===== src/rtl/mac_accum_multichan_if.sv =====
// Valid/ready beat and result bus of the multichannel MAC engine.
interface mac_accum_multichan_if #(
    parameter int unsigned A_WIDTH   = 16,
    parameter int unsigned B_WIDTH   = 16,
    parameter int unsigned OUT_WIDTH = 32,
    parameter int unsigned CH_W      = 2
) ();
    logic                 in_valid;
    logic                 in_ready;
    logic [CH_W-1:0]      in_ch;
    logic                 in_first;
    logic                 in_last;
    logic [A_WIDTH-1:0]   a;
    logic [B_WIDTH-1:0]   b;
    logic                 out_valid;
    logic                 out_ready;
    logic [CH_W-1:0]      out_ch;
    logic [OUT_WIDTH-1:0] out_data;
    logic                 out_sat;
    logic                 busy;

    modport master (
        output in_valid, in_ch, in_first, in_last, a, b, out_ready,
        input  in_ready, out_valid, out_ch, out_data, out_sat, busy
    );

    modport slave (
        input  in_valid, in_ch, in_first, in_last, a, b, out_ready,
        output in_ready, out_valid, out_ch, out_data, out_sat, busy
    );
endinterface


===== src/rtl/mac_accum_multichan.sv =====
// Pipelined signed MAC with NUM_CH framed accumulators sharing one multiplier;
// last beat of a frame is rounded, shifted and saturated into the output stage.
module mac_accum_multichan #(
    parameter int unsigned A_WIDTH   = 16,
    parameter int unsigned B_WIDTH   = 16,
    parameter int unsigned ACC_WIDTH = 40,
    parameter int unsigned OUT_WIDTH = 32,
    parameter int unsigned SHIFT     = 0,
    parameter int unsigned NUM_CH    = 4
) (
    input  logic                    clk,
    input  logic                    rst,
    mac_accum_multichan_if.slave    bus
);
    localparam int unsigned CH_W   = (NUM_CH > 1) ? $clog2(NUM_CH) : 1;
    localparam int unsigned PROD_W = A_WIDTH + B_WIDTH;
    localparam int unsigned RW     = ACC_WIDTH + 1;
    localparam int unsigned RND_SH = (SHIFT > 0) ? SHIFT - 1 : 0;
    localparam logic signed [RW-1:0] RND     = (SHIFT > 0) ? (RW'(1) << RND_SH) : '0;
    localparam logic signed [RW-1:0] OUT_MAX = RW'({1'b0, {(OUT_WIDTH-1){1'b1}}});
    localparam logic signed [RW-1:0] OUT_MIN = ~OUT_MAX;

    logic stall_c, accept_c, ch_ok_c;

    logic                        s1_valid_q, s1_first_q, s1_last_q;
    logic [CH_W-1:0]             s1_ch_q;
    logic signed [A_WIDTH-1:0]   s1_a_q;
    logic signed [B_WIDTH-1:0]   s1_b_q;

    logic                        s2_valid_q, s2_first_q, s2_last_q;
    logic [CH_W-1:0]             s2_ch_q;
    logic signed [ACC_WIDTH-1:0] s2_prod_q, s2_prod_d;
    logic signed [PROD_W-1:0]    prod_full_c;

    logic                        s3_valid_q, s3_last_q;
    logic [CH_W-1:0]             s3_ch_q;
    logic signed [ACC_WIDTH-1:0] s3_sum_q, sum_d, acc_sel_c;

    logic [ACC_WIDTH-1:0]        acc_q [NUM_CH];
    logic [ACC_WIDTH-1:0]        acc_d [NUM_CH];

    logic signed [RW-1:0]        sum_ext_c, rnd_c, shr_c;
    logic                        out_valid_q, out_valid_d;
    logic [CH_W-1:0]             out_ch_q, out_ch_d;
    logic [OUT_WIDTH-1:0]        out_data_q, out_data_d;
    logic                        out_sat_q, out_sat_d;

    // A pending unaccepted result freezes the whole engine
    assign stall_c  = out_valid_q && !bus.out_ready;
    assign accept_c = bus.in_valid && !stall_c;
    assign ch_ok_c  = {1'b0, bus.in_ch} < (CH_W+1)'(NUM_CH);

    assign prod_full_c = PROD_W'(s1_a_q) * PROD_W'(s1_b_q);
    assign s2_prod_d   = ACC_WIDTH'(prod_full_c);

    // Accumulator read-modify-write; the new value is forwarded as the frame sum
    always_comb begin
        acc_sel_c = '0;
        for (int i = 0; i < int'(NUM_CH); i++) begin
            if (s2_ch_q == CH_W'(i)) acc_sel_c = acc_q[i];
        end
        sum_d = s2_first_q ? s2_prod_q : acc_sel_c + s2_prod_q;
        acc_d = acc_q;
        if (s2_valid_q) begin
            for (int i = 0; i < int'(NUM_CH); i++) begin
                if (s2_ch_q == CH_W'(i)) acc_d[i] = sum_d;
            end
        end
    end

    // Round half up, arithmetic shift, clip to the output range
    always_comb begin
        sum_ext_c   = RW'(s3_sum_q);
        rnd_c       = sum_ext_c + RND;
        shr_c       = rnd_c >>> SHIFT;
        out_valid_d = s3_valid_q && s3_last_q;
        out_ch_d    = out_ch_q;
        out_data_d  = out_data_q;
        out_sat_d   = out_sat_q;
        if (out_valid_d) begin
            out_ch_d = s3_ch_q;
            if (shr_c > OUT_MAX) begin
                out_data_d = OUT_MAX[OUT_WIDTH-1:0];
                out_sat_d  = 1'b1;
            end else if (shr_c < OUT_MIN) begin
                out_data_d = OUT_MIN[OUT_WIDTH-1:0];
                out_sat_d  = 1'b1;
            end else begin
                out_data_d = shr_c[OUT_WIDTH-1:0];
                out_sat_d  = 1'b0;
            end
        end
    end

    always_ff @(posedge clk) begin
        if (rst) begin
            s1_valid_q  <= 1'b0;
            s1_first_q  <= 1'b0;
            s1_last_q   <= 1'b0;
            s1_ch_q     <= '0;
            s1_a_q      <= '0;
            s1_b_q      <= '0;
            s2_valid_q  <= 1'b0;
            s2_first_q  <= 1'b0;
            s2_last_q   <= 1'b0;
            s2_ch_q     <= '0;
            s2_prod_q   <= '0;
            s3_valid_q  <= 1'b0;
            s3_last_q   <= 1'b0;
            s3_ch_q     <= '0;
            s3_sum_q    <= '0;
            acc_q       <= '{default: '0};
            out_valid_q <= 1'b0;
            out_ch_q    <= '0;
            out_data_q  <= '0;
            out_sat_q   <= 1'b0;
        end else if (!stall_c) begin
            // Out-of-range channels are dropped at the door
            s1_valid_q  <= accept_c && ch_ok_c;
            s1_first_q  <= bus.in_first;
            s1_last_q   <= bus.in_last;
            s1_ch_q     <= bus.in_ch;
            s1_a_q      <= bus.a;
            s1_b_q      <= bus.b;
            s2_valid_q  <= s1_valid_q;
            s2_first_q  <= s1_first_q;
            s2_last_q   <= s1_last_q;
            s2_ch_q     <= s1_ch_q;
            s2_prod_q   <= s2_prod_d;
            s3_valid_q  <= s2_valid_q;
            s3_last_q   <= s2_last_q;
            s3_ch_q     <= s2_ch_q;
            s3_sum_q    <= sum_d;
            acc_q       <= acc_d;
            out_valid_q <= out_valid_d;
            out_ch_q    <= out_ch_d;
            out_data_q  <= out_data_d;
            out_sat_q   <= out_sat_d;
        end
    end

    assign bus.in_ready  = !stall_c;
    assign bus.out_valid = out_valid_q;
    assign bus.out_ch    = out_ch_q;
    assign bus.out_data  = out_data_q;
    assign bus.out_sat   = out_sat_q;
    assign bus.busy      = s1_valid_q || s2_valid_q || s3_valid_q || out_valid_q;
endmodule


===== src/flat_wrapper.sv =====
// flat-port wrapper written by rule: the top's interface ports become plain ports
module mac_accum_multichan_flat 
#(
    parameter int unsigned A_WIDTH   = 16,
    parameter int unsigned B_WIDTH   = 16,
    parameter int unsigned ACC_WIDTH = 40,
    parameter int unsigned OUT_WIDTH = 32,
    parameter int unsigned SHIFT     = 0,
    parameter int unsigned NUM_CH    = 4
)
  (clk, rst, bus_in_valid, bus_in_ch, bus_in_first, bus_in_last, bus_a, bus_b, bus_out_ready, bus_in_ready, bus_out_valid, bus_out_ch, bus_out_data, bus_out_sat, bus_busy);
  mac_accum_multichan_if #(.CH_W(2), .A_WIDTH(A_WIDTH), .B_WIDTH(B_WIDTH), .OUT_WIDTH(OUT_WIDTH)) bus_i ();
  input  logic clk;
  input  logic rst;
  input wire logic [$bits(bus_i.in_valid)-1:0] bus_in_valid;
  input wire logic [$bits(bus_i.in_ch)-1:0] bus_in_ch;
  input wire logic [$bits(bus_i.in_first)-1:0] bus_in_first;
  input wire logic [$bits(bus_i.in_last)-1:0] bus_in_last;
  input wire logic [$bits(bus_i.a)-1:0] bus_a;
  input wire logic [$bits(bus_i.b)-1:0] bus_b;
  input wire logic [$bits(bus_i.out_ready)-1:0] bus_out_ready;
  output wire logic [$bits(bus_i.in_ready)-1:0] bus_in_ready;
  output wire logic [$bits(bus_i.out_valid)-1:0] bus_out_valid;
  output wire logic [$bits(bus_i.out_ch)-1:0] bus_out_ch;
  output wire logic [$bits(bus_i.out_data)-1:0] bus_out_data;
  output wire logic [$bits(bus_i.out_sat)-1:0] bus_out_sat;
  output wire logic [$bits(bus_i.busy)-1:0] bus_busy;
  assign bus_i.in_valid = bus_in_valid;
  assign bus_i.in_ch = bus_in_ch;
  assign bus_i.in_first = bus_in_first;
  assign bus_i.in_last = bus_in_last;
  assign bus_i.a = bus_a;
  assign bus_i.b = bus_b;
  assign bus_i.out_ready = bus_out_ready;
  assign bus_in_ready = bus_i.in_ready;
  assign bus_out_valid = bus_i.out_valid;
  assign bus_out_ch = bus_i.out_ch;
  assign bus_out_data = bus_i.out_data;
  assign bus_out_sat = bus_i.out_sat;
  assign bus_busy = bus_i.busy;
  mac_accum_multichan #(.A_WIDTH(A_WIDTH), .B_WIDTH(B_WIDTH), .ACC_WIDTH(ACC_WIDTH), .OUT_WIDTH(OUT_WIDTH), .SHIFT(SHIFT), .NUM_CH(NUM_CH)) u_core (.clk(clk), .rst(rst), .bus(bus_i));
endmodule

===== config.mk =====
export PLATFORM = sky130hd
export DESIGN_NAME = mac_accum_multichan_flat
export DESIGN_NICKNAME = d
export VERILOG_FILES = /design/src/rtl/mac_accum_multichan_if.sv /design/src/rtl/mac_accum_multichan.sv /design/src/flat_wrapper.sv
export SDC_FILE = /design/constraint.sdc
export NUM_CORES = 1
export LEC_CHECK = 0
export CAP_MARGIN = 10
export CORE_ASPECT_RATIO = 0.7
export CORE_MARGIN = 2
export CORE_UTILIZATION = 55
export CTS_BUF_LIST = sky130_fd_sc_hd__clkbuf_2
export DETAILED_ROUTE_END_ITERATION = 7
export PLACE_DENSITY = 0.72
export SYNTH_ARGS = -nofsm -noshare
export SYNTH_HDL_FRONTEND = slang
export SYNTH_SLANG_ARGS = --single-unit

===== constraint.sdc =====
create_clock -name clk -period 5.6 [get_ports clk]
set_input_delay 0.84 -clock clk [delete_from_list [all_inputs] [get_ports clk]]
set_output_delay 0.84 -clock clk [all_outputs]
set_load 0.05 [all_outputs]

==> metrics.md, run 1 <==
| Metric | Value |
|---|---|
| NetSw | `3.33 mW` |
| Critical path data arrival time | `6880 ps` |
| H-tree levels | `3` |
| Syn_nets | `3,206` |
| Crit path max fanout | `8` |
| Reg area | `6360 µm²` |
| Asr flop ratio synth | `0` |
| Via count | `20.5k` |
| Worst R2R Setup Slack | `-440 ps` |
| Ports | `78` |
| Fillers | `3,693` |
| Cell variety after synth | `74` |
| Final worst slack | `-444 ps` |
| RSZ-0062 raised after global routing | `yes` |
| Register area share after synthesis | `0.259` |
| CP most frequent cell | `fa_1` |
| Port bufs | `77` |
| Crit path required time | `6430 ps` |
| Nets | `3,365` |
| Drt pass-1 iters | `5` |
| Lkg Pwr | `12.2 nW` |
| F_max | `165 MHz` |
| Max capacitance violation total | `0` |
| DRT Wirelength | `66.6 mm` |
| CP max stage delay | `540 ps` |
| Antenna violations before repair | `2` |
| Slowest stage cell, crit path | `fa_2` |
| Startpoint Class | `register` |
| Initial Util | `0.556` |
| Final setup skew | `125 ps` |
| Number of DRC markers in iteration 0 | `1,828` |
| Hold depth | `2` |
| Routability Congestion | `0.974` |
| Vias in the first global route | `20.6k` |
| CP Class | `reg -> reg` |
| Cell internal pwr | `4.75 mW` |
| FP Rows | `64` |
| Synthesized area | `24,300 µm²` |
| DR WL/cell | `18.6 µm` |
| Clock power frac | `0.203` |
| Top_reg_cell synth | `dfxtp_1` |
| Number of synthesized flops with an enable pin | `0` |
| Footprint of the multi-input gates | `16,500 µm²` |
| CTS Root Cell | `clkbuf_2` |
| Final slew viol count | `0` |
| Final ANT Viol Nets | `0` |
| HPWL after detailed placement | `50.0 mm` |
| Worst Hold Launch | `rst` |
| Tightest Hold Check Type | `in -> reg` |
| Final Hold Vio Count | `0` |
| Period utilization | `1.08` |
| Final setup fails | `12` |
| Reg clk slew, reported paths | `110 ps` |
| Total track usage | `0.300` |
| Grt total ovfl | `0` |
| Seq cells post-synth | `314` |
| Gate power share | `0.470` |
| Gate Count Post-Synth | `2,782` |
| Height of the die | `180 µm` |
| Failing checks | `setup timing` |
| Critical-path cell list | `and2_4 > fa_1 > inv_1 > fa_1 > fa_2 > inv_1 > fa_1 > fa_1 > inv_1 > fa_1 > inv_2 > ha_4 > and3_4 > nand2_2 > a211o_1 > a211oi_4 > a311oi_2 > o31a_1 > a21oi_2 > xnor2_1 > o21ai_1` |
| Via-per-instance ratio | `5.72` |
| CTS max path bufs | `3` |
| Fin util | `0.634` |
| CTS tree | `yes` |
| Largest net degree at the start of global routing | `113` |
| Total Power | `8.07 mW` |
| CTS Buf Count | `80` |
| Later-pin clock latency in the skew report | `1070 ps` |
| Hold-critical path endpoint | `u_core.s3_sum_q[8]` |
| Reg2Reg Depth | `21` |
| Switching Share | `0.412` |
| Power Dens Cells | `292 nW/µm²` |
| Setup crit end kind | `register` |
| Run status | `complete, but fails checks` |
| Worst-Margin Slew | `1200 ps` |
| Post-route minimum period | `6040 ps` |
| First-pass GRT wire length | `109 mm` |
| Syn Area/Cell | `8.72 µm²` |
| CTS sink count | `314` |
| Synth warn | `0` |
| RR Endpoint | `u_core.s2_prod_q[30]` |
| Core Box Area | `43,600 µm²` |
| Area Overhead vs Synth | `14.0%` |
| Reg2Reg Launch Point | `u_core.s1_b_q[4]` |
| Ratio of cells with drive above 1 in the final layout | `0.154` |
| Peak VDD IR | `242 µV` |
| # DRC | `0` |
| Sequential Power Share | `0.327` |
| Die ar. | `45,800 µm²` |
| Die width | `255 µm` |
| Slew headroom | `0.176` |
per-stage QoR:
step	std cells	hold WS, ps	worst slack [ps]	cell area [µm²]	setup TNS (ps)
finish	3580	273	-444	27700	-3600
global route	3580	209	-600	27700	-6660
CTS	3564	139	-378	27300	-3110
detailed placement	3432	441	-474	26400	-3890
global placement	3432	433	-352	26400	-2600
floorplan	2782	432	-140	24400	-350
what timing repair did:
action | 4_1_cts | 5_1_grt
resized for setup | 60 | 73
pin swaps | 47 | 32
hold buffers | 0 | 0
endpoints found under the setup margin | 14 | 18
buffers inserted | 8 | 14
endpoints found under the hold margin | 0 | 0
registers in the layout, summed over array words and instances, names as in the netlist, 2 cells and up:
signal,count
u_core.acc_q,160
u_core.bus.out_ch,2
u_core.bus.out_data,32
u_core.s1_a_q,16
u_core.s1_b_q,16
u_core.s1_ch_q,2
u_core.s2_ch_q,2
u_core.s2_prod_q,32
u_core.s3_ch_q,2
u_core.s3_sum_q,40
worst max path at each step:
stage | start | endpoint | cells past startpoint
after floorplan | u_core.s1_a_q[14] | u_core.s2_prod_q[23] | 21
after global placement | u_core.s1_b_q[2] | u_core.s2_prod_q[30] | 20
after detailed placement | u_core.s1_b_q[1] | u_core.s2_prod_q[30] | 20
after CTS | u_core.s1_b_q[12] | u_core.s2_prod_q[28] | 21
after global routing | u_core.s1_a_q[9] | u_core.s2_prod_q[30] | 21
final | u_core.s1_b_q[4] | u_core.s2_prod_q[30] | 21
critical path, delay by kind of cell, from the launching register on:
| family | cells | cell delay (ps) |
|---|---|---|
| adders and majority gates | 7 | 3240 |
| AOI/OAI and AO/OA | 6 | 1530 |
| DFF | 1 | 400 |
| and+or+nand+nor | 3 | 400 |
| buffers and inverters | 4 | 200 |
| xor gates and xnor gates | 1 | 130 |
layout by cell type (no fill, tap or decap), types with 10 or more instances in the layout:
cell type and count:
a21oi_1 187, a211oi_1 142, and2_1 121, a21o_1 22
o21ai_1 10, mux2i_1 16, clkdlybuf4s50_1 76, nand2_1 313
mux4_2 40, fa_1 253, buf_4 158, o21ai_0 66
dfxtp_4 18, fa_2 10, xor2_1 14, clkbuf_2 108
dfxtp_1 287, nand4_1 14, nand3_1 40, a21oi_2 11
nor2_1 302, inv_1 297, ha_1 113, o31ai_1 12
buf_6 11, nor3_1 66, inv_2 15, nand2b_1 16
xnor2_1 45
routing by layer:
layer | wire, µm | up-vias | track usage
met2 | 28000 | 722 | 0.429
met4 | 1520 | 0 | 0.0753
li1 | - | 9566 | -
met5 | 0 | - | 0
met3 | 6240 | 113 | 0.0798
met1 | 30800 | 10100 | 0.449
cell families after synthesis:
logic type	synth area share
AND/OR/NAND/NOR	0.174
AO/OA/AOI/OAI	0.144
buffers and inverters	0.0760
adder cells (fa/ha/maj)	0.279
flip-flops	0.259
XOR/XNOR	0.0227
multiplexers	0.0451
synthesized netlist by cell type, drive strengths merged (6+ instances only):
cell / n / area, µm²
a21o: 23 / 174
o31ai: 12 / 90.1
o21a: 9 / 67.6
nand2b: 16 / 100
mux4: 40 / 901
nor2: 304 / 1140
fa: 263 / 5270
nand2: 318 / 1200
nor2b: 8 / 50.1
nand3: 40 / 200
o21ai: 79 / 399
buf: 21 / 92.6
nor3: 68 / 352
a2111oi: 7 / 62.6
clkbuf: 153 / 576
inv: 313 / 1170
nand4: 14 / 87.6
nor4: 6 / 43.8
nor3b: 7 / 52.6
a21oi: 198 / 991
o21bai: 11 / 82.6
ha: 121 / 1510
mux2i: 16 / 160
xnor2: 49 / 429
xor2: 14 / 123
and3: 10 / 63.8
o211ai: 7 / 57.6
a211oi: 145 / 1090
dfxtp: 314 / 6290
and2: 128 / 801
a211o: 10 / 96.4
final cells by class:
type	instances	share of cell area
clock inverters	17	0.00579
multi-input cells	1981	0.597
inverters	313	0.0426
diodes	2	0.000181
repair buffers	251	0.0780
flip-flops and latches	314	0.230
well taps	594	0.0269
clock buffers	108	0.0195
power by group through the flow:
stage / Combinational, mW / Sequential (mW) / Clock (mW)
6_report: 3.79 / 2.64 / 1.64
5_1_grt: 4.23 / 2.65 / 1.79
4_1_cts: 3.58 / 2.63 / 1.68
3_5_place_dp: 3.43 / 2.68 / 0
3_3_place_gp: 3.34 / 2.68 / 0
2_1_floorplan: 2.42 / 2.56 / 0
Power figures use the tool's default switching activity.
==> inputs of run 2 (changes only) <==
Settings changed: SKIP_LAST_GASP set to 1.
==> run 2 against run 1 <==
Against the previous run: the flow still finishes with violations (setup timing); critical path type unchanged; combinational power about the same; final area about the same; highest routed layer unchanged; clock skew is 8.9 ps lower; die area unchanged; clock-buffer cell count is the same; worst hold slack improved by 5.7 ps; sequential share of layout area about the same.
==> metrics.md, run 2 (synthesis results as in run 1) <==
| Metric | Value |
|---|---|
| Run status | `complete, but fails checks (unchanged)` |
| Failing checks | `setup timing (unchanged)` |
| Final slew viol count | `0 (unchanged)` |
| Largest Register | `u_core.acc_q (unchanged)` |
| Commonest non-fill, non-tap cell in the layout | `nand2_1 (unchanged)` |
| Clock power frac | `0.203 (about the same)` |
| Area Overhead vs Synth | `14.0% (about the same)` |
| CTS sink count | `314 (unchanged)` |
| Max capacitance violation total | `0 (unchanged)` |
| Final ANT Viol Nets | `0 (unchanged)` |
| First-pass GRT wire length | `109 mm (about the same)` |
| Setup crit end kind | `register (unchanged)` |
| Largest net degree at the start of global routing | `113 (unchanged)` |
| CTS Buf Count | `80 (unchanged)` |
| Hold-critical path endpoint | `u_core.s3_sum_q[8] (unchanged)` |
| Via-per-instance ratio | `5.72 (about the same)` |
| Total track usage | `0.300 (about the same)` |
| Antenna violations before repair | `1 (was 2)` |
| DRT Wirelength | `66.7 mm (was 66.6 mm)` |
| Die width | `255 µm (unchanged)` |
| Dpl ws | `-474 ps (unchanged)` |
| Worst-Margin Slew | `1250 ps (was 1200 ps)` |
| Hold WS | `279 ps (was 273 ps)` |
| Routability Congestion | `0.974 (unchanged)` |
| H-tree levels | `3 (unchanged)` |
| Crit path max fanout | `8 (unchanged)` |
| Startpoint Class | `register (unchanged)` |
| Ratio of cells with drive above 1 in the final layout | `0.153 (was 0.154)` |
| Reg clk slew, reported paths | `110 ps (about the same)` |
| # DRC | `0 (unchanged)` |
| Worst R2R Setup Slack | `-450 ps (was -440 ps)` |
| Hold depth | `2 (unchanged)` |
| Via count | `20.5k (about the same)` |
| Post-route minimum period | `6050 ps (was 6040 ps)` |
| Post-route cell area | `27,700 µm² (about the same)` |
| Cts hold-fix bufs | `0 (unchanged)` |
| Critical-path cell list | `and2_4 > fa_1 > inv_1 > fa_1 > fa_2 > inv_1 > fa_1 > fa_1 > inv_1 > fa_1 > inv_2 > ha_4 > and3_4 > nand2_2 > a211o_1 > a211oi_4 > a311oi_2 > o31a_1 > a21oi_2 > xnor2_1 > o21ai_0 (was and2_4 > fa_1 > inv_1 > fa_1 > fa_2 > inv_1 > fa_1 > fa_1 > inv_1 > fa_1 > inv_2 > ha_4 > and3_4 > nand2_2 > a211o_1 > a211oi_4 > a311oi_2 > o31a_1 > a21oi_2 > xnor2_1 > o21ai_1)` |
| Post-DP Area | `26,400 µm² (unchanged)` |
| DR WL/cell | `18.6 µm (about the same)` |
| Reg2Reg Launch Point | `u_core.s1_b_q[4] (unchanged)` |
| Lkg Pwr | `12.2 nW (about the same)` |
| Height of the die | `180 µm (unchanged)` |
| Ports | `78 (unchanged)` |
| Final Hold Vio Count | `0 (unchanged)` |
| Critical path data arrival time | `6880 ps (about the same)` |
| Initial Util | `0.556 (unchanged)` |
| Final setup skew | `116 ps (was 125 ps)` |
| Final worst slack | `-448 ps (was -444 ps)` |
| Later-pin clock latency in the skew report | `1060 ps (was 1070 ps)` |
| NetSw | `3.33 mW (about the same)` |
| Setup TNS | `-3520 ps (was -3600 ps)` |
| Peak VDD IR | `238 µV (was 242 µV)` |
| Nets | `3,365 (unchanged)` |
| FP Rows | `64 (unchanged)` |
| Port bufs | `77 (unchanged)` |
| Max FFs per register | `160 (unchanged)` |
| CP Class | `reg -> reg (unchanged)` |
| Grt total ovfl | `0 (unchanged)` |
| CTS Root Cell | `clkbuf_2 (unchanged)` |
| CTS tree | `yes (unchanged)` |
| Core Box Area | `43,600 µm² (unchanged)` |
| CTS max path bufs | `3 (unchanged)` |
| Power Dens Cells | `292 nW/µm² (about the same)` |
| Sequential Power Share | `0.327 (about the same)` |
| Vias in the first global route | `20.6k (about the same)` |
| Slowest stage cell, crit path | `fa_2 (unchanged)` |
| Gate power share | `0.470 (about the same)` |
| HPWL after detailed placement | `50.0 mm (unchanged)` |
| Worst Hold Launch | `rst (unchanged)` |
| Switching Share | `0.412 (about the same)` |
| Die ar. | `45,800 µm² (unchanged)` |
| CP most frequent cell | `fa_1 (unchanged)` |
| Period utilization | `1.08 (about the same)` |
| Reg2Reg Depth | `21 (unchanged)` |
| Crit path required time | `6430 ps (about the same)` |
| Number of DRC markers in iteration 0 | `1,836 (was 1,828)` |
| Final setup fails | `12 (unchanged)` |
| Fin util | `0.634 (about the same)` |
| Largest registers | `u_core.acc_q x160, u_core.s3_sum_q x40 (unchanged)` |
| Slew headroom | `0.146 (was 0.176)` |
| Cell internal pwr | `4.75 mW (about the same)` |
| F_max | `165 MHz (about the same)` |
| RSZ-0062 raised after global routing | `yes (unchanged)` |
| CP max stage delay | `540 ps (about the same)` |
| RR Endpoint | `u_core.s2_prod_q[30] (unchanged)` |
| Drt pass-1 iters | `5 (unchanged)` |
| Commonest cells after routing, fill and taps aside | `313 x nand2_1, 302 x nor2_1, 297 x inv_1, 287 x dfxtp_1, 253 x fa_1 (unchanged)` |
| Tightest Hold Check Type | `in -> reg (unchanged)` |
## run 2: changes by cell type in the layout (fill, tap and decap cells not counted), sizes merged
| cell | change |
|---|---|
| diode | -1 |
## run 2: timing repair
| action | in CTS | in global routing |
|---|---|---|
| gates resized for setup | 58 | 71 |
| setup endpoints to repair | 14 | 18 |
| pin swaps | 46 | 32 |
| setup buffers | 8 | 14 |
## run 2: critical path, delay by kind of cell (launching register included)
family,cells,cell delay (ps)
compound gates,6,1520
flops,1,400
fa+ha+maj,7,3240
buf+inv,4,200
xor+xnor,1,130
simple gates,3,400
## run 2: cell type report
| type | count | area, µm² |
|---|---|---|
| multi-input cells | 1981 | 16500 |
| fillers | 3693 | 16000 |
| flip-flops and latches | 314 | 6360 |
| repair buffers | 251 | 2150 |
| inverters | 313 | 1180 |
| well taps | 594 | 743 |
| clock buffers | 108 | 541 |
| clock inverters | 17 | 160 |
| diodes | 1 | 2.50 |
## run 2: worst max path at each step
stage	endpoint	start	slack, ps
2_1_floorplan	u_core.s2_prod_q[23]	u_core.s1_a_q[14]	-140
3_3_place_gp	u_core.s2_prod_q[30]	u_core.s1_b_q[2]	-350
3_5_place_dp	u_core.s2_prod_q[30]	u_core.s1_b_q[1]	-470
4_1_cts	u_core.s2_prod_q[28]	u_core.s1_b_q[12]	-380
5_1_grt	u_core.s2_prod_q[30]	u_core.s1_a_q[9]	-610
6_report	u_core.s2_prod_q[30]	u_core.s1_b_q[4]	-450
## run 2: through the flow
stage                     std cells  total power, mW
final                          3579             8.07
after global routing           3579             8.66
after CTS                      3564             7.89
after detailed placement       3432             6.12
after global placement         3432             6.02
after floorplan                2782             4.98
## run 2: per-layer routing
metal	vias up	wire length, µm	track usage
met4	0	1560	0.0753
met2	731	28000	0.429
met1	10100	30800	0.449
met5	-	0	0
met3	116	6290	0.0798
li1	9548	-	-
## run 2: power by group through the flow
stage | Sequential [mW] | Combinational, mW | Clock [mW]
3_5_place_dp | 2.68 | 3.43 | 0
4_1_cts | 2.63 | 3.58 | 1.68
3_3_place_gp | 2.68 | 3.34 | 0
2_1_floorplan | 2.56 | 2.42 | 0
5_1_grt | 2.65 | 4.23 | 1.79
6_report | 2.64 | 3.80 | 1.64
==> inputs of run 3 (changes only) <==
Settings changed: CORE_UTILIZATION 55 to 35, GPL_TIMING_DRIVEN set to 0, PLACE_DENSITY 0.72 to 0.49.
==> run 3 against run 2 <==
Against the previous run: the run still ends with setup timing left; utilization is 21 points lower; first-iteration DRC count rose by 9.6%; worst hold slack got worse by 51 ps; non-clock buffer count is 86 higher; flip-flop and latch count stayed put; via count up 5.8%; critical path type unchanged; largest cell class unchanged; largest power group unchanged.
==> metrics.md, run 3 (synthesis results as in run 1) <==
| Metric | Value |
|---|---|
| Grt total ovfl | `0 (unchanged)` |
| Crit path max fanout | `4 (was 8)` |
| Lkg Pwr | `12.3 nW (was 12.2 nW)` |
| Commonest cells after routing, fill and taps aside | `310 x nand2_1, 302 x nor2_1, 292 x inv_1, 283 x dfxtp_1, 251 x fa_1 (was 313 x nand2_1, 302 x nor2_1, 297 x inv_1, 287 x dfxtp_1, 253 x fa_1)` |
| Post-route minimum period | `6290 ps (was 6050 ps)` |
| Slew headroom | `0.104 (was 0.146)` |
| Ports | `78 (unchanged)` |
| Area Overhead vs Synth | `18.7% (was 14.0%)` |
| DRT Wirelength | `93.7 mm (was 66.7 mm)` |
| Critical path data arrival time | `7310 ps (was 6880 ps)` |
| Die ar. | `71,500 µm² (was 45,800 µm²)` |
| Commonest non-fill, non-tap cell in the layout | `nand2_1 (unchanged)` |
| Drt pass-1 iters | `6 (was 5)` |
| Critical-path cell list | `clkbuf_16 > buf_6 > and2_4 > fa_1 > inv_2 > fa_2 > fa_1 > fa_1 > inv_2 > fa_1 > fa_1 > ha_4 > and3_4 > nand2_2 > a211o_1 > a211oi_4 > buf_12 > a311oi_4 > o31a_1 > a21oi_2 > xnor2_2 > o21ai_1 (was and2_4 > fa_1 > inv_1 > fa_1 > fa_2 > inv_1 > fa_1 > fa_1 > inv_1 > fa_1 > inv_2 > ha_4 > and3_4 > nand2_2 > a211o_1 > a211oi_4 > a311oi_2 > o31a_1 > a21oi_2 > xnor2_1 > o21ai_0)` |
| Tightest Hold Check Type | `in -> reg (unchanged)` |
| Largest registers | `u_core.acc_q x160, u_core.s3_sum_q x40 (unchanged)` |
| Final Non-Filler Cells | `3,997 (was 3,579)` |
| Number of DRC markers in iteration 0 | `2,012 (was 1,836)` |
| Largest Register | `u_core.acc_q (unchanged)` |
| Reg clk slew, reported paths | `90 ps (was 110 ps)` |
| Fillers | `6,879 (was 3,693)` |
| Final setup skew | `107 ps (was 116 ps)` |
| H-tree levels | `3 (unchanged)` |
| CP Launch Point | `u_core.s1_b_q[6] (was u_core.s1_b_q[4])` |
| Nets | `3,457 (was 3,365)` |
| RSZ-0062 raised after global routing | `yes (unchanged)` |
| Ratio of cells with drive above 1 in the final layout | `0.149 (was 0.153)` |
| Met2 wire length | `34.7 mm (was 28.0 mm)` |
| F_max | `159 MHz (was 165 MHz)` |
| Dpl ws | `-1630 ps (was -474 ps)` |
| First-pass GRT wire length | `140 mm (was 109 mm)` |
| Startpoint Class | `register (unchanged)` |
| Via count | `21.7k (was 20.5k)` |
| CTS Root Cell | `clkbuf_2 (unchanged)` |
| Worst R2R Setup Slack | `-690 ps (was -450 ps)` |
| Antenna violations before repair | `10 (was 1)` |
| Final Hold Vio Count | `0 (unchanged)` |
| CP most frequent cell | `fa_1 (unchanged)` |
| CTS max path bufs | `3 (unchanged)` |
| Max capacitance violation total | `0 (unchanged)` |
| Fin util | `0.421 (was 0.634)` |
| Reg2Reg Launch Point | `u_core.s1_b_q[6] (was u_core.s1_b_q[4])` |
| Placed insts | `3,768 (was 3,432)` |
| Die width | `319 µm (was 255 µm)` |
| Failing checks | `setup timing (unchanged)` |
| Initial Util | `0.355 (was 0.556)` |
| Later-pin clock latency in the skew report | `1160 ps (was 1060 ps)` |
| Routability Congestion | `0.956 (was 0.974)` |
| Total track usage | `0.265 (was 0.300)` |
| Wire length on met3 | `11.1 mm (was 6.29 mm)` |
| DR WL/cell | `23.4 µm (was 18.6 µm)` |
| HPWL after detailed placement | `73.2 mm (was 50.0 mm)` |
| Crit path required time | `6630 ps (was 6430 ps)` |
| Vias in the first global route | `21.8k (was 20.6k)` |
| Final setup fails | `17 (was 12)` |
| Run status | `complete, but fails checks (unchanged)` |
| Setup crit end kind | `register (unchanged)` |
| Height of the die | `224 µm (was 180 µm)` |
| Cts hold-fix bufs | `0 (unchanged)` |
| Max layer used | `met5 (was met4)` |
| Max FFs per register | `160 (unchanged)` |
| Core Box Area | `68,400 µm² (was 43,600 µm²)` |
| CP Class | `reg -> reg (unchanged)` |
| Port bufs | `77 (unchanged)` |
| Final ANT Viol Nets | `0 (unchanged)` |
| Hold WS | `228 ps (was 279 ps)` |
| CP max stage delay | `540 ps (about the same)` |
| Largest net degree at the start of global routing | `17 (was 113)` |
| CTS tree | `yes (unchanged)` |
| WL met1 | `45.9 mm (was 30.8 mm)` |
| Via-per-instance ratio | `5.42 (was 5.72)` |
| Peak VDD IR | `155 µV (was 238 µV)` |
| Slowest stage cell, crit path | `fa_1 (was fa_2)` |
| CTS Buf Count | `86 (was 80)` |
| FP Rows | `80 (was 64)` |
| Worst Hold Launch | `bus_b[11] (was rst)` |
| # DRC | `0 (unchanged)` |
| Total Power | `8.44 mW (was 8.07 mW)` |
| Worst-Margin Slew | `1330 ps (was 1250 ps)` |
| CTS sink count | `314 (unchanged)` |
| Final worst slack | `-685 ps (was -448 ps)` |
| Power Dens Cells | `293 nW/µm² (was 292 nW/µm²)` |
| Final slew viol count | `0 (unchanged)` |
| Period utilization | `1.12 (was 1.08)` |
==> run 3: power by group <==
group	switching, mW	internal (mW)	leakage, nW
clock	1.10	0.688	0.586
combinational	2.42	1.60	9.10
sequential	0.220	2.41	2.58
total	3.74	4.69	12.3
==> run 3: final timing paths <==
check        depth (start not counted)                    to
min                                  3     u_core.s1_b_q[11]
max reg2reg                         22  u_core.s2_prod_q[30]
max                                 22  u_core.s2_prod_q[30]
min reg2reg                          2     u_core.s2_ch_q[1]
==> run 3: routing by layer <==
| metal | vias up | global-route usage |
|---|---|---|
| li1 | 9763 | - |
| met1 | 10800 | 0.407 |
| met2 | 952 | 0.343 |
| met3 | 132 | 0.0969 |
| met4 | 4 | 0.0650 |
| met5 | - | 0.0108 |
==> run 3: cell type report <==
cell class                 count  area, µm²  share of cell area
antenna                        4       10.0            0.000347
clock buffer                 118        591              0.0205
tap                          902       1130              0.0392
inverter                     313       1180              0.0409
multi-input combinational   1981      16700               0.579
sequential                   314       6390               0.222
buffer                       169       1070              0.0372
timing repair buffer         168       1550              0.0537
clock inverter                28        210             0.00730
==> run 3: per-stage QoR <==
stage,TNS [ps],cell area (µm²)
global placement,-65320,26300
detailed placement,-35140,26400
CTS,-7240,28400
finish,-8140,28800
floorplan,-350,24400
global route,-11280,28800
==> run 3: repair_timing <==
item | in CTS | in global routing
setup buffers | 61 | 28
endpoints found under the hold margin | 0 | 0
pin swaps | 54 | 76
setup endpoints to repair | 75 | 72
resized for setup | 191 | 94
==> run 3: critical path, delay by kind of cell, from the launching register on <==
family | cells | cell delay [ps]
adders and majority gates | 7 | 3380
AOI/OAI and AO/OA | 6 | 1370
buffers and inverters | 5 | 500
DFF | 1 | 360
and+or+nand+nor | 3 | 360
xor gates and xnor gates | 1 | 160
==> variant: new RTL, flow settings as in run 1 <==
`B_WIDTH` is set to 16 in 3 places; all go to 12.
--- a/src/rtl/mac_accum_multichan_if.sv
+++ b/src/rtl/mac_accum_multichan_if.sv
@@ -3,3 +3,3 @@
     parameter int unsigned A_WIDTH   = 16,
-    parameter int unsigned B_WIDTH   = 16,
+    parameter int unsigned B_WIDTH   = 12,
     parameter int unsigned OUT_WIDTH = 32,
--- a/src/rtl/mac_accum_multichan.sv
+++ b/src/rtl/mac_accum_multichan.sv
@@ -4,3 +4,3 @@
     parameter int unsigned A_WIDTH   = 16,
-    parameter int unsigned B_WIDTH   = 16,
+    parameter int unsigned B_WIDTH   = 12,
     parameter int unsigned ACC_WIDTH = 40,
--- a/src/flat_wrapper.sv
+++ b/src/flat_wrapper.sv
@@ -4,3 +4,3 @@
     parameter int unsigned A_WIDTH   = 16,
-    parameter int unsigned B_WIDTH   = 16,
+    parameter int unsigned B_WIDTH   = 12,
     parameter int unsigned ACC_WIDTH = 40,
Interface: changed (resized bus_b); port bits go from 78 to 74. No check against the original RTL was run, so the function may have changed too.
==> variant against run 1 <==
Design area is 17% lower. Power is 20% lower. Sequential cell count shrank 8. Routed wire length down 21%. Core utilization down 1.2 points. Via count fell by 16%. Clock power is 7% lower. Synthesized area shrank 15%. Clock skew decreased by 30 ps. Worst setup slack improved by 580 ps. Sequential power fell by 4%.
==> variant: results (changes against run 1) <==
Run status
  – Outcome: finished clean

Cells and area
  – Cell Count, Final, Fillers Out: 3,022 (-16%)
  – Fraction of final layout cells with drive strength greater than 1: 0.128 (-0.0255)
  – Number of nets in the finished design: 2,793 (-17%)
  – Flip-flop count of the largest register, all copies and words added: 160 (unchanged)
  – Largest register by flop count: u_core.acc_q

Clock tree
  – Clock root cell: clkbuf_2
  – Total CTS buffers: 78 (-2.5%)
  – Clock transition at the registers of the reported paths: 120 ps
  – Buffer depth of the longest clock path: 3 (unchanged)
  – Worst skew pair latency: 960 ps (-110 ps)
  – H-tree Lvls: 3 (unchanged)

GRT
  – Total routing usage reported by global routing: 0.274 (-0.0259)
  – Pin count of the biggest net entering global routing: 127 (+12%)
  – Global-route wire length before repair: 87.5 mm (-20%)
  – Number of antenna violations at the first check in global routing: 2 (unchanged)
  – Via count of the first global-routing pass: 17,200 (-17%)

Drt
  – Via density: 5.67 (-0.88%)
  – Detailed-route wire length per cell: 17.3 µm (-6.9%)
  – Violation count after the first detailed-route iteration: 1,304 (-29%)
  – Iteration count of the initial detailed-routing pass: 5 (unchanged)

Power and ir drop
  – Worst supply voltage drop on vdd: 0.220 mV (-9.1%)
  – Switching share of total power: 0.390 (-0.0216)
  – Leakage: 9.93 nW (-18%)

Placed design
  – Placed cells: 2,885 (-16%)
  – Area after detailed placement: 22,200 µm² (-16%)
  – Last weighted congestion value of the routability-driven placer: 0.941 (-3.4%)
  – IO Port Bufs: 73 (-5.2%)
  – Post-Place Worst Slack: -33.0 ps (+441 ps)
  – DP HPWL: 38.0 mm (-24%)

Timing
  – Relative slew margins: 0.294 (+0.117)
  – Layout Skew: 94.5 ps (-30.0 ps)
  – Sum Neg Setup Slack: 0 ps (+3600 ps)

Yosys
  – Async SR Flop Fraction: 0 (unchanged)
  – Cell types occupying the most area after synthesis: dfxtp_1, fa_1, ha_1
  – Synth warn: 0 (unchanged)
  – Register area share after synthesis: 0.296 (+0.0365)
  – Synth cell count leaders: nand2_1, dfxtp_1, nor2_1
  – Dominant register cell in the synthesized netlist: dfxtp_1
  – Instance count of the mapped netlist: 2,394 (-14%)
  – Synthesized netlist net count: 2,707 (-16%)
  – Yosys cell types: 67 (-9.5%)

Hold path
  – Worst min-delay path class: input pin to register

Worst setup path
  – Worst Path Max Fanout: 7 (-1)
  – Data arrival time of the worst path: 6330 ps (-550 ps)
variant: cell count changes after synthesis, sizes merged, moves of 11 or more:
cell | run 1 | this run
xnor2 | 49 | 32
nand3 | 40 | 21
inv | 313 | 235
and2 | 128 | 65
o21ai | 79 | 49
ha | 121 | 98
a21oi | 198 | 167
buf | 21 | 10
fa | 263 | 179
o221a | 0 | 12
variant: per-layer routing:
metal  GRT usage  vias to the layer above  share of wire
li1            -                     8259              -
met1       0.395                     8291           0.47
met2       0.425                      509           0.44
met3      0.0486                       71          0.062
met4      0.0773                        0          0.022
met5           0                        -              0
variant: cell type report:
| class | instances | area, µm² |
|---|---|---|
| diodes | 1 | 2.50 |
| clock buffers | 106 | 531 |
| clock inverters | 27 | 158 |
| fillers | 3188 | 14000 |
| inverters | 237 | 892 |
| multi-input cells | 1697 | 13300 |
| flip-flops and latches | 306 | 6180 |
| well taps | 488 | 611 |
| repair buffers | 160 | 1410 |
variant: final timing paths:
check | from | endpoint | slack, ps | depth (start not counted)
worst max register to register | u_core.s1_a_q[4] | u_core.s2_prod_q[21] | 140 | 17
worst min-delay path | rst | u_core.s2_prod_q[20] | 420 | 2
worst max-delay path | u_core.s1_a_q[4] | u_core.s2_prod_q[21] | 140 | 17
worst min register to register | u_core.s1_ch_q[0] | u_core.s2_ch_q[0] | 450 | 2
variant: kinds of logic (layout without fill, tap and decap cells):
family	after synthesis	after routing	synth area share
AO/OA/AOI/OAI	490	490	0.158
XOR/XNOR	47	47	0.0199
adder cells (fa/ha/maj)	277	277	0.232
buffers and inverters	391	530	0.0709
flip-flops	306	306	0.296
multiplexers	56	56	0.0512
other	0	1	0
AND/OR/NAND/NOR	827	827	0.172
variant: power groups by stage:
stage               logic [mW]  registers [mW]  clock network, mW
floorplan                 1.67            2.50                  0
global placement          2.23            2.57                  0
detailed placement        2.27            2.58                  0
CTS                       2.30            2.53               1.57
global route              2.66            2.55               1.68
finish                    2.38            2.53               1.53
variant: timing repair:
action	CTS	global route
resized for setup	9	56
hold buffers	0	0
endpoints found under the setup margin	5	10
buffers inserted	0	3
pin swaps	1	12
variant: critical path, stage by stage (launching register included):
cell,delay [ps]
dfxtp_2,380
and2_1,160
fa_1,570
fa_1,430
fa_1,470
fa_1,550
inv_1,60
fa_1,530
inv_1,50
ha_1,320
a21oi_2,210
inv_1,90
or3_4,350
o2111ai_4,260
a21oi_4,120
o31a_1,300
or3_1,360
a21oi_1,140
